==> src/rtl/ddr4_cmd_sequencer_if.sv <==
// Command-side handshake bundle for ddr4_cmd_sequencer.
// The master offers commands and the slave reports queue space.
interface ddr4_cmd_sequencer_if #(
    parameter int DQ_BITS   = 8,
    parameter int RANK_BITS = 1,
    parameter int BANK_BITS = 2
);
    localparam int BG_BITS = (DQ_BITS == 16) ? 1 : 2;

    logic                 cmd_valid;
    logic                 cmd_ready;
    logic [2:0]           cmd_op;
    logic [RANK_BITS-1:0] cmd_rank;
    logic [BG_BITS-1:0]   cmd_bg;
    logic [BANK_BITS-1:0] cmd_ba;
    logic [17:0]          cmd_addr;

    modport master (
        output cmd_valid, cmd_op, cmd_rank,
        output cmd_bg, cmd_ba, cmd_addr,
        input  cmd_ready
    );

    modport slave (
        input  cmd_valid, cmd_op, cmd_rank,
        input  cmd_bg, cmd_ba, cmd_addr,
        output cmd_ready
    );
endinterface

==> src/rtl/ddr4_cmd_sequencer.sv <==
// DDR4 CA-pin sequencer: queued commands, bank tracking, tRCD/tRP/tCCD/tRFC.
// Optional CA parity generation is enabled by defining DDR4_CA_PARITY_EN.
module ddr4_cmd_sequencer #(
    parameter int DQ_BITS    = 8,
    parameter int RANK_BITS  = 1,
    parameter int BANK_BITS  = 2,
    parameter int FIFO_DEPTH = 4,
    parameter int T_RCD      = 4,
    parameter int T_RP       = 4,
    parameter int T_CCD      = 4,
    parameter int T_RFC      = 32,
    localparam int BG_BITS   = (DQ_BITS == 16) ? 1 : 2
) (
    input  logic                        clk,
    input  logic                        rst,
    ddr4_cmd_sequencer_if.slave         cmd,
    output logic                        ACT_n,
    output logic                        RAS_n_A16,
    output logic                        CAS_n_A15,
    output logic                        WE_n_A14,
    output logic [(1<<RANK_BITS)-1:0]   CS_n,
    output logic [BG_BITS-1:0]          BG,
    output logic [BANK_BITS-1:0]        BA,
    output logic [13:0]                 ADDR,
    output logic                        ADDR_17,
    output logic                        PARITY,
    output logic                        err,
    output logic                        busy
);
    localparam int NR   = 1 << RANK_BITS;
    localparam int BKW  = BG_BITS + BANK_BITS;
    localparam int BPR  = 1 << BKW;
    localparam int IW   = RANK_BITS + BKW;
    localparam int NB   = 1 << IW;
    localparam int PW   = $clog2(FIFO_DEPTH);
    localparam int TM1  = (T_RCD > T_RP) ? T_RCD : T_RP;
    localparam int TM2  = (T_CCD > T_RFC) ? T_CCD : T_RFC;
    localparam int TMAX = (TM1 > TM2) ? TM1 : TM2;
    localparam int CW   = $clog2(TMAX + 1);

    typedef enum logic [2:0] {
        OP_NOP, OP_ACT, OP_RD, OP_WR,
        OP_PRE, OP_PREA, OP_REF, OP_MRS
    } op_e;

    typedef struct packed {
        op_e                  op;
        logic [RANK_BITS-1:0] rank;
        logic [BG_BITS-1:0]   bg;
        logic [BANK_BITS-1:0] ba;
        logic [17:0]          addr;
    } ent_t;

    ent_t          mem [FIFO_DEPTH];
    logic [PW-1:0] wptr, rptr;
    logic [PW:0]   count;
    ent_t          head;
    logic          push, pop, full;

    logic [NB-1:0] open;
    logic [CW-1:0] trcd_cnt [NB];
    logic [CW-1:0] trp_cnt [NB];
    logic [CW-1:0] trfc_cnt [NR];
    logic [CW-1:0] tccd_cnt;

    logic [IW-1:0] hidx;
    logic          issue, bad, rk_open, rk_trp, rfc_ok;
    logic          e_act, e_ras, e_cas, e_we, e_a17;
    logic [13:0]   e_addr;

    function automatic logic [CW-1:0] dec(input logic [CW-1:0] v);
        return (v == '0) ? v : v - 1'b1;
    endfunction

    assign head  = mem[rptr];
    assign hidx  = {head.rank, head.bg, head.ba};
    assign full  = (count == (PW+1)'(FIFO_DEPTH));
    assign pop   = issue || bad;
    assign push  = cmd.cmd_valid && cmd.cmd_ready
                && (op_e'(cmd.cmd_op) != OP_NOP);
    // A full queue still accepts when the head leaves this cycle.
    assign cmd.cmd_ready = !full || pop;

    always_ff @(posedge clk) begin
        if (push) begin
            mem[wptr] <= '{op:   op_e'(cmd.cmd_op),
                           rank: cmd.cmd_rank,
                           bg:   cmd.cmd_bg,
                           ba:   cmd.cmd_ba,
                           addr: cmd.cmd_addr};
        end
    end

    always_ff @(posedge clk or posedge rst) begin
        if (rst) begin
            wptr  <= '0;
            rptr  <= '0;
            count <= '0;
        end else begin
            if (push) wptr <= wptr + 1'b1;
            if (pop)  rptr <= rptr + 1'b1;
            unique case ({push, pop})
                2'b10:   count <= count + 1'b1;
                2'b01:   count <= count - 1'b1;
                default: count <= count;
            endcase
        end
    end

    always_comb begin
        issue   = 1'b0;
        bad     = 1'b0;
        rk_open = 1'b0;
        rk_trp  = 1'b0;
        for (int j = 0; j < BPR; j++) begin
            rk_open |= open[{head.rank, BKW'(j)}];
            rk_trp  |= (trp_cnt[{head.rank, BKW'(j)}] != '0);
        end
        rfc_ok = (trfc_cnt[head.rank] == '0);
        if (count != '0) begin
            unique case (head.op)
                OP_ACT: begin
                    bad   = open[hidx];
                    issue = !open[hidx] && rfc_ok
                         && (trp_cnt[hidx] == '0);
                end
                OP_RD, OP_WR: begin
                    bad   = !open[hidx];
                    issue = open[hidx]
                         && (trcd_cnt[hidx] == '0)
                         && (tccd_cnt == '0);
                end
                OP_PRE, OP_PREA: issue = rfc_ok;
                OP_REF: begin
                    bad   = rk_open;
                    issue = !rk_open && rfc_ok && !rk_trp;
                end
                OP_MRS: begin
                    bad   = rk_open;
                    issue = !rk_open && rfc_ok;
                end
                default: bad = 1'b0;
            endcase
        end
    end

    always_ff @(posedge clk or posedge rst) begin
        if (rst) begin
            for (int i = 0; i < NB; i++) begin
                trcd_cnt[i] <= '0;
                trp_cnt[i]  <= '0;
            end
            for (int r = 0; r < NR; r++) trfc_cnt[r] <= '0;
            tccd_cnt <= '0;
        end else begin
            for (int i = 0; i < NB; i++) begin
                trcd_cnt[i] <= dec(trcd_cnt[i]);
                trp_cnt[i]  <= dec(trp_cnt[i]);
            end
            for (int r = 0; r < NR; r++) begin
                trfc_cnt[r] <= dec(trfc_cnt[r]);
            end
            tccd_cnt <= dec(tccd_cnt);
            if (issue) begin
                unique case (head.op)
                    OP_ACT: trcd_cnt[hidx] <= CW'(T_RCD - 1);
                    OP_RD, OP_WR: tccd_cnt <= CW'(T_CCD - 1);
                    OP_PRE: trp_cnt[hidx] <= CW'(T_RP - 1);
                    OP_PREA: begin
                        for (int j = 0; j < BPR; j++) begin
                            trp_cnt[{head.rank, BKW'(j)}]
                                <= CW'(T_RP - 1);
                        end
                    end
                    OP_REF: trfc_cnt[head.rank] <= CW'(T_RFC - 1);
                    default: ;
                endcase
            end
        end
    end

    always_ff @(posedge clk or posedge rst) begin
        if (rst) begin
            open <= '0;
        end else if (issue) begin
            unique case (head.op)
                OP_ACT: open[hidx] <= 1'b1;
                OP_PRE: open[hidx] <= 1'b0;
                OP_PREA: begin
                    for (int j = 0; j < BPR; j++) begin
                        open[{head.rank, BKW'(j)}] <= 1'b0;
                    end
                end
                default: ;
            endcase
        end
    end

    always_comb begin
        busy = (count != '0) || (tccd_cnt != '0);
        for (int i = 0; i < NB; i++) begin
            busy |= (trcd_cnt[i] != '0) || (trp_cnt[i] != '0);
        end
        for (int r = 0; r < NR; r++) begin
            busy |= (trfc_cnt[r] != '0);
        end
    end

    always_comb begin
        e_act  = 1'b1;
        {e_ras, e_cas, e_we} = 3'b111;
        e_addr = head.addr[13:0];
        e_a17  = head.addr[17];
        unique case (head.op)
            OP_ACT: begin
                e_act = 1'b0;
                {e_ras, e_cas, e_we} = head.addr[16:14];
            end
            OP_MRS: {e_ras, e_cas, e_we} = 3'b000;
            OP_REF: begin
                {e_ras, e_cas, e_we} = 3'b001;
                e_addr[10] = 1'b0;
            end
            OP_PRE: begin
                {e_ras, e_cas, e_we} = 3'b010;
                e_addr[10] = 1'b0;
            end
            OP_PREA: begin
                {e_ras, e_cas, e_we} = 3'b010;
                e_addr = 14'h0400;
            end
            OP_WR, OP_RD: begin
                {e_ras, e_cas, e_we} = {2'b10, head.op == OP_RD};
                e_addr[10] = 1'b0;
                e_addr[12] = 1'b1;
            end
            default: e_act = 1'b1;
        endcase
    end

    always_ff @(posedge clk or posedge rst) begin
        if (rst) begin
            CS_n      <= '1;
            ACT_n     <= 1'b1;
            RAS_n_A16 <= 1'b1;
            CAS_n_A15 <= 1'b1;
            WE_n_A14  <= 1'b1;
            BG        <= '0;
            BA        <= '0;
            ADDR      <= '0;
            ADDR_17   <= 1'b0;
            err       <= 1'b0;
        end else begin
            err <= bad;
            if (issue) begin
                CS_n      <= ~(NR'(1) << head.rank);
                ACT_n     <= e_act;
                RAS_n_A16 <= e_ras;
                CAS_n_A15 <= e_cas;
                WE_n_A14  <= e_we;
                BG        <= head.bg;
                BA        <= head.ba;
                ADDR      <= e_addr;
                ADDR_17   <= e_a17;
            end else begin
                CS_n      <= '1;
                ACT_n     <= 1'b1;
                RAS_n_A16 <= 1'b1;
                CAS_n_A15 <= 1'b1;
                WE_n_A14  <= 1'b1;
            end
        end
    end

`ifdef DDR4_CA_PARITY_EN
    // Even parity: the pins plus PARITY carry an even count of ones.
    always_ff @(posedge clk or posedge rst) begin
        if (rst) begin
            PARITY <= 1'b0;
        end else if (issue) begin
            PARITY <= ^{e_act, e_ras, e_cas, e_we,
                        head.bg, head.ba, e_addr, e_a17};
        end
    end
`else
    assign PARITY = 1'b0;
`endif
endmodule
==> src/flat_wrapper.sv <==
// flat-port wrapper written by rule: the top's interface ports become plain ports
module ddr4_cmd_sequencer_flat 
#(
    parameter int DQ_BITS    = 8,
    parameter int RANK_BITS  = 1,
    parameter int BANK_BITS  = 2,
    parameter int FIFO_DEPTH = 4,
    parameter int T_RCD      = 4,
    parameter int T_RP       = 4,
    parameter int T_CCD      = 4,
    parameter int T_RFC      = 32,
    localparam int BG_BITS   = (DQ_BITS == 16) ? 1 : 2
)
  (clk, rst, ACT_n, RAS_n_A16, CAS_n_A15, WE_n_A14, CS_n, BG, BA, ADDR, ADDR_17, PARITY, err, busy, cmd_cmd_valid, cmd_cmd_op, cmd_cmd_rank, cmd_cmd_bg, cmd_cmd_ba, cmd_cmd_addr, cmd_cmd_ready);
  ddr4_cmd_sequencer_if #(.DQ_BITS(DQ_BITS), .RANK_BITS(RANK_BITS), .BANK_BITS(BANK_BITS)) cmd_i ();
  input  logic clk;
  input  logic rst;
  output logic ACT_n;
  output logic RAS_n_A16;
  output logic CAS_n_A15;
  output logic WE_n_A14;
  output logic [(1<<RANK_BITS)-1:0] CS_n;
  output logic [BG_BITS-1:0] BG;
  output logic [BANK_BITS-1:0] BA;
  output logic [13:0] ADDR;
  output logic ADDR_17;
  output logic PARITY;
  output logic err;
  output logic busy;
  input wire logic [$bits(cmd_i.cmd_valid)-1:0] cmd_cmd_valid;
  input wire logic [$bits(cmd_i.cmd_op)-1:0] cmd_cmd_op;
  input wire logic [$bits(cmd_i.cmd_rank)-1:0] cmd_cmd_rank;
  input wire logic [$bits(cmd_i.cmd_bg)-1:0] cmd_cmd_bg;
  input wire logic [$bits(cmd_i.cmd_ba)-1:0] cmd_cmd_ba;
  input wire logic [$bits(cmd_i.cmd_addr)-1:0] cmd_cmd_addr;
  output wire logic [$bits(cmd_i.cmd_ready)-1:0] cmd_cmd_ready;
  assign cmd_i.cmd_valid = cmd_cmd_valid;
  assign cmd_i.cmd_op = cmd_cmd_op;
  assign cmd_i.cmd_rank = cmd_cmd_rank;
  assign cmd_i.cmd_bg = cmd_cmd_bg;
  assign cmd_i.cmd_ba = cmd_cmd_ba;
  assign cmd_i.cmd_addr = cmd_cmd_addr;
  assign cmd_cmd_ready = cmd_i.cmd_ready;
  ddr4_cmd_sequencer #(.DQ_BITS(DQ_BITS), .RANK_BITS(RANK_BITS), .BANK_BITS(BANK_BITS), .FIFO_DEPTH(FIFO_DEPTH), .T_RCD(T_RCD), .T_RP(T_RP), .T_CCD(T_CCD), .T_RFC(T_RFC)) u_core (.clk(clk), .rst(rst), .cmd(cmd_i), .ACT_n(ACT_n), .RAS_n_A16(RAS_n_A16), .CAS_n_A15(CAS_n_A15), .WE_n_A14(WE_n_A14), .CS_n(CS_n), .BG(BG), .BA(BA), .ADDR(ADDR), .ADDR_17(ADDR_17), .PARITY(PARITY), .err(err), .busy(busy));
endmodule
==> config.mk <==
export PLATFORM = sky130hd
export DESIGN_NAME = ddr4_cmd_sequencer_flat
export DESIGN_NICKNAME = d
export VERILOG_FILES = /design/src/rtl/ddr4_cmd_sequencer_if.sv /design/src/rtl/ddr4_cmd_sequencer.sv /design/src/flat_wrapper.sv
export SDC_FILE = /design/constraint.sdc
export NUM_CORES = 1
export LEC_CHECK = 0
export BUFFER_PORTS_ARGS = -buffer_cell sky130_fd_sc_hd__buf_2
export CELL_PAD_IN_SITES_DETAIL_PLACEMENT = 1
export CELL_PAD_IN_SITES_GLOBAL_PLACEMENT = 2
export CORE_ASPECT_RATIO = 0.5
export CORE_UTILIZATION = 45
export CTS_CLUSTER_DIAMETER = 150
export DETAILED_ROUTE_END_ITERATION = 10
export PLACE_DENSITY_LB_ADDON = 0.08
export SLEW_MARGIN = 20
export SYNTH_ARGS = -nofsm -noshare
export SYNTH_HDL_FRONTEND = slang
export SYNTH_SLANG_ARGS = --single-unit
==> constraint.sdc <==
create_clock -name clk -period 41.2 [get_ports clk]
set_clock_uncertainty 0.15 [all_clocks]
set_input_delay 10.3 -clock clk [delete_from_list [all_inputs] [get_ports clk]]
set_output_delay 10.3 -clock clk [all_outputs]
set_load 0.05 [all_outputs]
==> reports/metrics.csv <==
stage;metric;value;unit
synthesis;top_reg_cell synth;dfrtp_1;
clock_tree;Num CTS Buffers;54;
clock_tree;total number of H-tree levels;2;
setup_path;CP max stage cell;mux4_2;
power_and_ir_drop;Sw Pwr;1.196;mW
synthesis;count of different cell masters after synthesis;69;
setup_path;Crit Path Class;flip-flop to primary output;
clock_tree;Setup Buffers After CTS;0;
clock_tree;Clock Sinks;571;
setup_path;worst reg2reg path endpoint;u_core.trp_cnt[179];
power_and_ir_drop;Power Internal;1.586;mW
timing;hold violation count in the final report;0;
timing;worst hold slack;314.0;ps
synthesis;synthesized cell area;28850;um2
die;DIE AREA;65190;um2
power_and_ir_drop;VDD IR-drop max;0.05193;mV
setup_path;Crit Path Max Fanout;35;
timing;Slew Limit Fails;0;
setup_path;worst reg2reg path depth;13;
drt;Detailed Route WL;86760;um
die;Row Count;65;
finish;fill cell count;7023;
clock_tree;clock root buffer;clkbuf_16;
min_path;Hold Startpoint;u_core.ADDR[5];
setup_path;flop-to-flop setup slack;34630;ps
synthesis;top cell type's share of synthesized area;0.3998;
synthesis;leading post-synthesis cells by cell area;dfrtp_1 40%, edfxtp_1 11%, nand2_1 5.6%, xnor2_1 4.6%, nor2_1 4.0%;
setup_path;Critical Path RT;30750;ps
timing;Slew @ Worst Pin;1191;ps
synthesis;Post-synth EDFFs;104;
min_path;path type of the worst min-delay path;flip-flop to flip-flop;
synthesis;Mapped Nets;3051;
drt;WL/cell;22.30;um
job;max_cap viols;0;
finish;Final #Nets;3126;
finish;most common cell after layout, fill and taps aside;dfrtp_1;
setup_path;CP endpoint kind;primary output;
setup_path;Max stage delay on crit path;950;ps
drt;vias;22580;
timing;Slew HR;0.2030;
setup_path;critical-path cell list;buf_4 > mux4_2 > inv_1 > buf_4 > mux2i_1 > o32ai_1 > nor4_2 > nor3_2 > or3_1 > or3_1 > buf_2;
power_and_ir_drop;Clk pwr share;0.195;
timing;Max Clock Freq;61.18;MHz
drt;vias per cell;5.802;
timing;Sum Neg Setup Slack;0;ps
finish;most frequent cells in the layout;460 x dfrtp_1, 430 x nand2_1, 305 x nor2_1, 160 x nor3_1, 156 x inv_1;
power_and_ir_drop;power per cell area;86.74;nW/um2
min_path;hold path endpoint;u_core.ADDR[5];
power_and_ir_drop;Comb power frac;0.430;
clock_tree;hold buffer count at CTS;0;
finish;# diodes;0;
grt;first-pass GRT wire length;136500;um
drt;DRT iter0 DRCs;1555;
synthesis;synthesized area per cell;9.820;um2
power_and_ir_drop;Leak;13.82;nW
grt;largest net degree at the start of global routing;150;
die;core area;63190;um2
drt;Residual DRC;0;
drt;First-pass DRT Iterations;7;
clock_tree;Gates resized, CTS repair;0;
placed_design;routability-driven placement congestion ratio;0.8768;
setup_path;Reg-to-Reg Start;u_core.rptr[0];
status;run status;completed;
grt;antenna violations before repair;5;
die;I/O pin count;58;
die;die span in y;181.0;um
finish;Layout Cells excl Fill;3891;
grt;gr usage total;0.2705;
finish;layout cells sized above 1;0.08710;
timing;Tcrit/Tclk final;0.3967;
placed_design;Detail Placement HPWL;62560;um
finish;Synth-to-Final Area Change;11.14;%
synthesis;Synth Instances;2938;
min_path;WHS Path Cells;2;
timing;RSZ-0062 raised after global routing;false;
setup_path;WP data arrival;5890;ps
clock_tree;Worst-path clk slew;70;ps
clock_tree;Clock Tree Buf Depth;3;
placed_design;IO Port Bufs;56;
finish;utilization after layout;0.5074;
die;die width;360.1;um
placed_design;dpl cells;3794;
power_and_ir_drop;Total Power;2.781;mW
setup_path;CP startpoint kind;flip-flop;
synthesis;largest area contributor in the synthesized netlist;dfrtp_1;
synthesis;Synthesis Warnings;0;
clock_tree;CTS tree;yes;
drt;Final ANT Viol Nets;0;
synthesis;sequential share of the synthesized area;0.5136;
synthesis;asr flop ratio synth;0.8179;
timing;Final Critical Period;16340;ps
grt;vias in the first global route;23280;
power_and_ir_drop;Switching Share;0.4299;
clock_tree;insertion delay to the later sink of the worst-skew pair;660;ps
grt;GRT Residual Overflow;0;
power_and_ir_drop;Flop pwr share;0.374;
timing;final setup fails;0;
die;initial core utilization;0.4566;
synthesis;synthesized flop and latch total;571;
per-stage QoR:
step | cell area (um2) | setup WS, ps
6_report | 32070 | 24860
5_1_grt | 32070 | 24560
4_1_cts | 32070 | 24850
3_5_place_dp | 30190 | 25590
3_3_place_gp | 30190 | 25620
2_1_floorplan | 28850 | 17740
how the worst max path moves through the flow:
| stage | cells after the start | end | startpoint |
|---|---|---|---|
| finish | 11 | cmd_cmd_ready | u_core.rptr[0] |
| global route | 11 | cmd_cmd_ready | u_core.rptr[0] |
| CTS | 11 | cmd_cmd_ready | u_core.rptr[0] |
| detailed placement | 11 | cmd_cmd_ready | u_core.rptr[0] |
| global placement | 11 | cmd_cmd_ready | u_core.rptr[0] |
| floorplan | 1 | u_core.ADDR[0] | rst |
logic make-up (layout without fill, tap and decap cells):
logic type               after synthesis  count (layout)  synth area share
other                                  1               1         0.0001300
XOR/XNOR                             183             183           0.05555
AND/OR/NAND/NOR                     1366            1366            0.2319
buffers and inverters                225             341           0.03057
AO/OA/AOI/OAI                        415             415           0.08600
multiplexers                          93              93           0.04562
flip-flops                           571             571            0.5136
adder cells (fa/ha/maj)               84              84           0.03669
power by group through the flow:
stage	clock network, mW	logic [mW]	registers (mW)
final	0.544	1.20	1.04
after global routing	0.573	1.35	1.08
after CTS	0.553	1.20	1.04
after detailed placement	0	1.19	1.04
after global placement	0	1.14	1.03
after floorplan	0	0.861	1.01
per-layer routing:
metal / share of wire / up-vias / track usage
li1: - / 10510 / -
met1: 0.48 / 11490 / 0.3936
met2: 0.43 / 473 / 0.4075
met3: 0.074 / 96 / 0.07122
met4: 0.014 / 4 / 0.05145
met5: 0.00037 / - / 0
cell usage after synthesis (55+ instances only):
cell type and instances:
xnor2_1 151, nand2_1 430, nor2_1 305, dfrtp_1 461
or3_1 55, a21oi_1 146, nor3_1 161, edfxtp_1 104
o21ai_0 125, inv_1 157, nand3_1 80, nor4_1 69
ha_1 83
final cells by class:
type,instances,area (um2),share of cell area
well taps,837,1047,0.03266
inverters,157,596.8,0.01861
clock buffers,72,1529,0.04768
repair buffers,87,525.5,0.01639
clock inverters,25,351.6,0.01096
multi-input cells,2142,13200,0.4116
flip-flops and latches,571,14820,0.4621
state kept, by name (all words and copies together), names as in the netlist, 2 cells and up:
register,flops
u_core.ADDR,14
u_core.BA,2
u_core.BG,2
u_core.CS_n,2
u_core.count,3
u_core.mem,104
u_core.open,32
u_core.rptr,2
u_core.tccd_cnt,6
u_core.trcd_cnt,192
u_core.trfc_cnt,12
u_core.trp_cnt,192
u_core.wptr,2
worst max-delay path: cells and delay by family, from the launching register on:
family | cells | cell delay, ps
AOI/OAI and AO/OA | 1 | 120
buffers and inverters | 4 | 1560
DFF | 1 | 340
muxes | 2 | 1170
and+or+nand+nor | 4 | 1980
(Power assumes the default switching activity.)
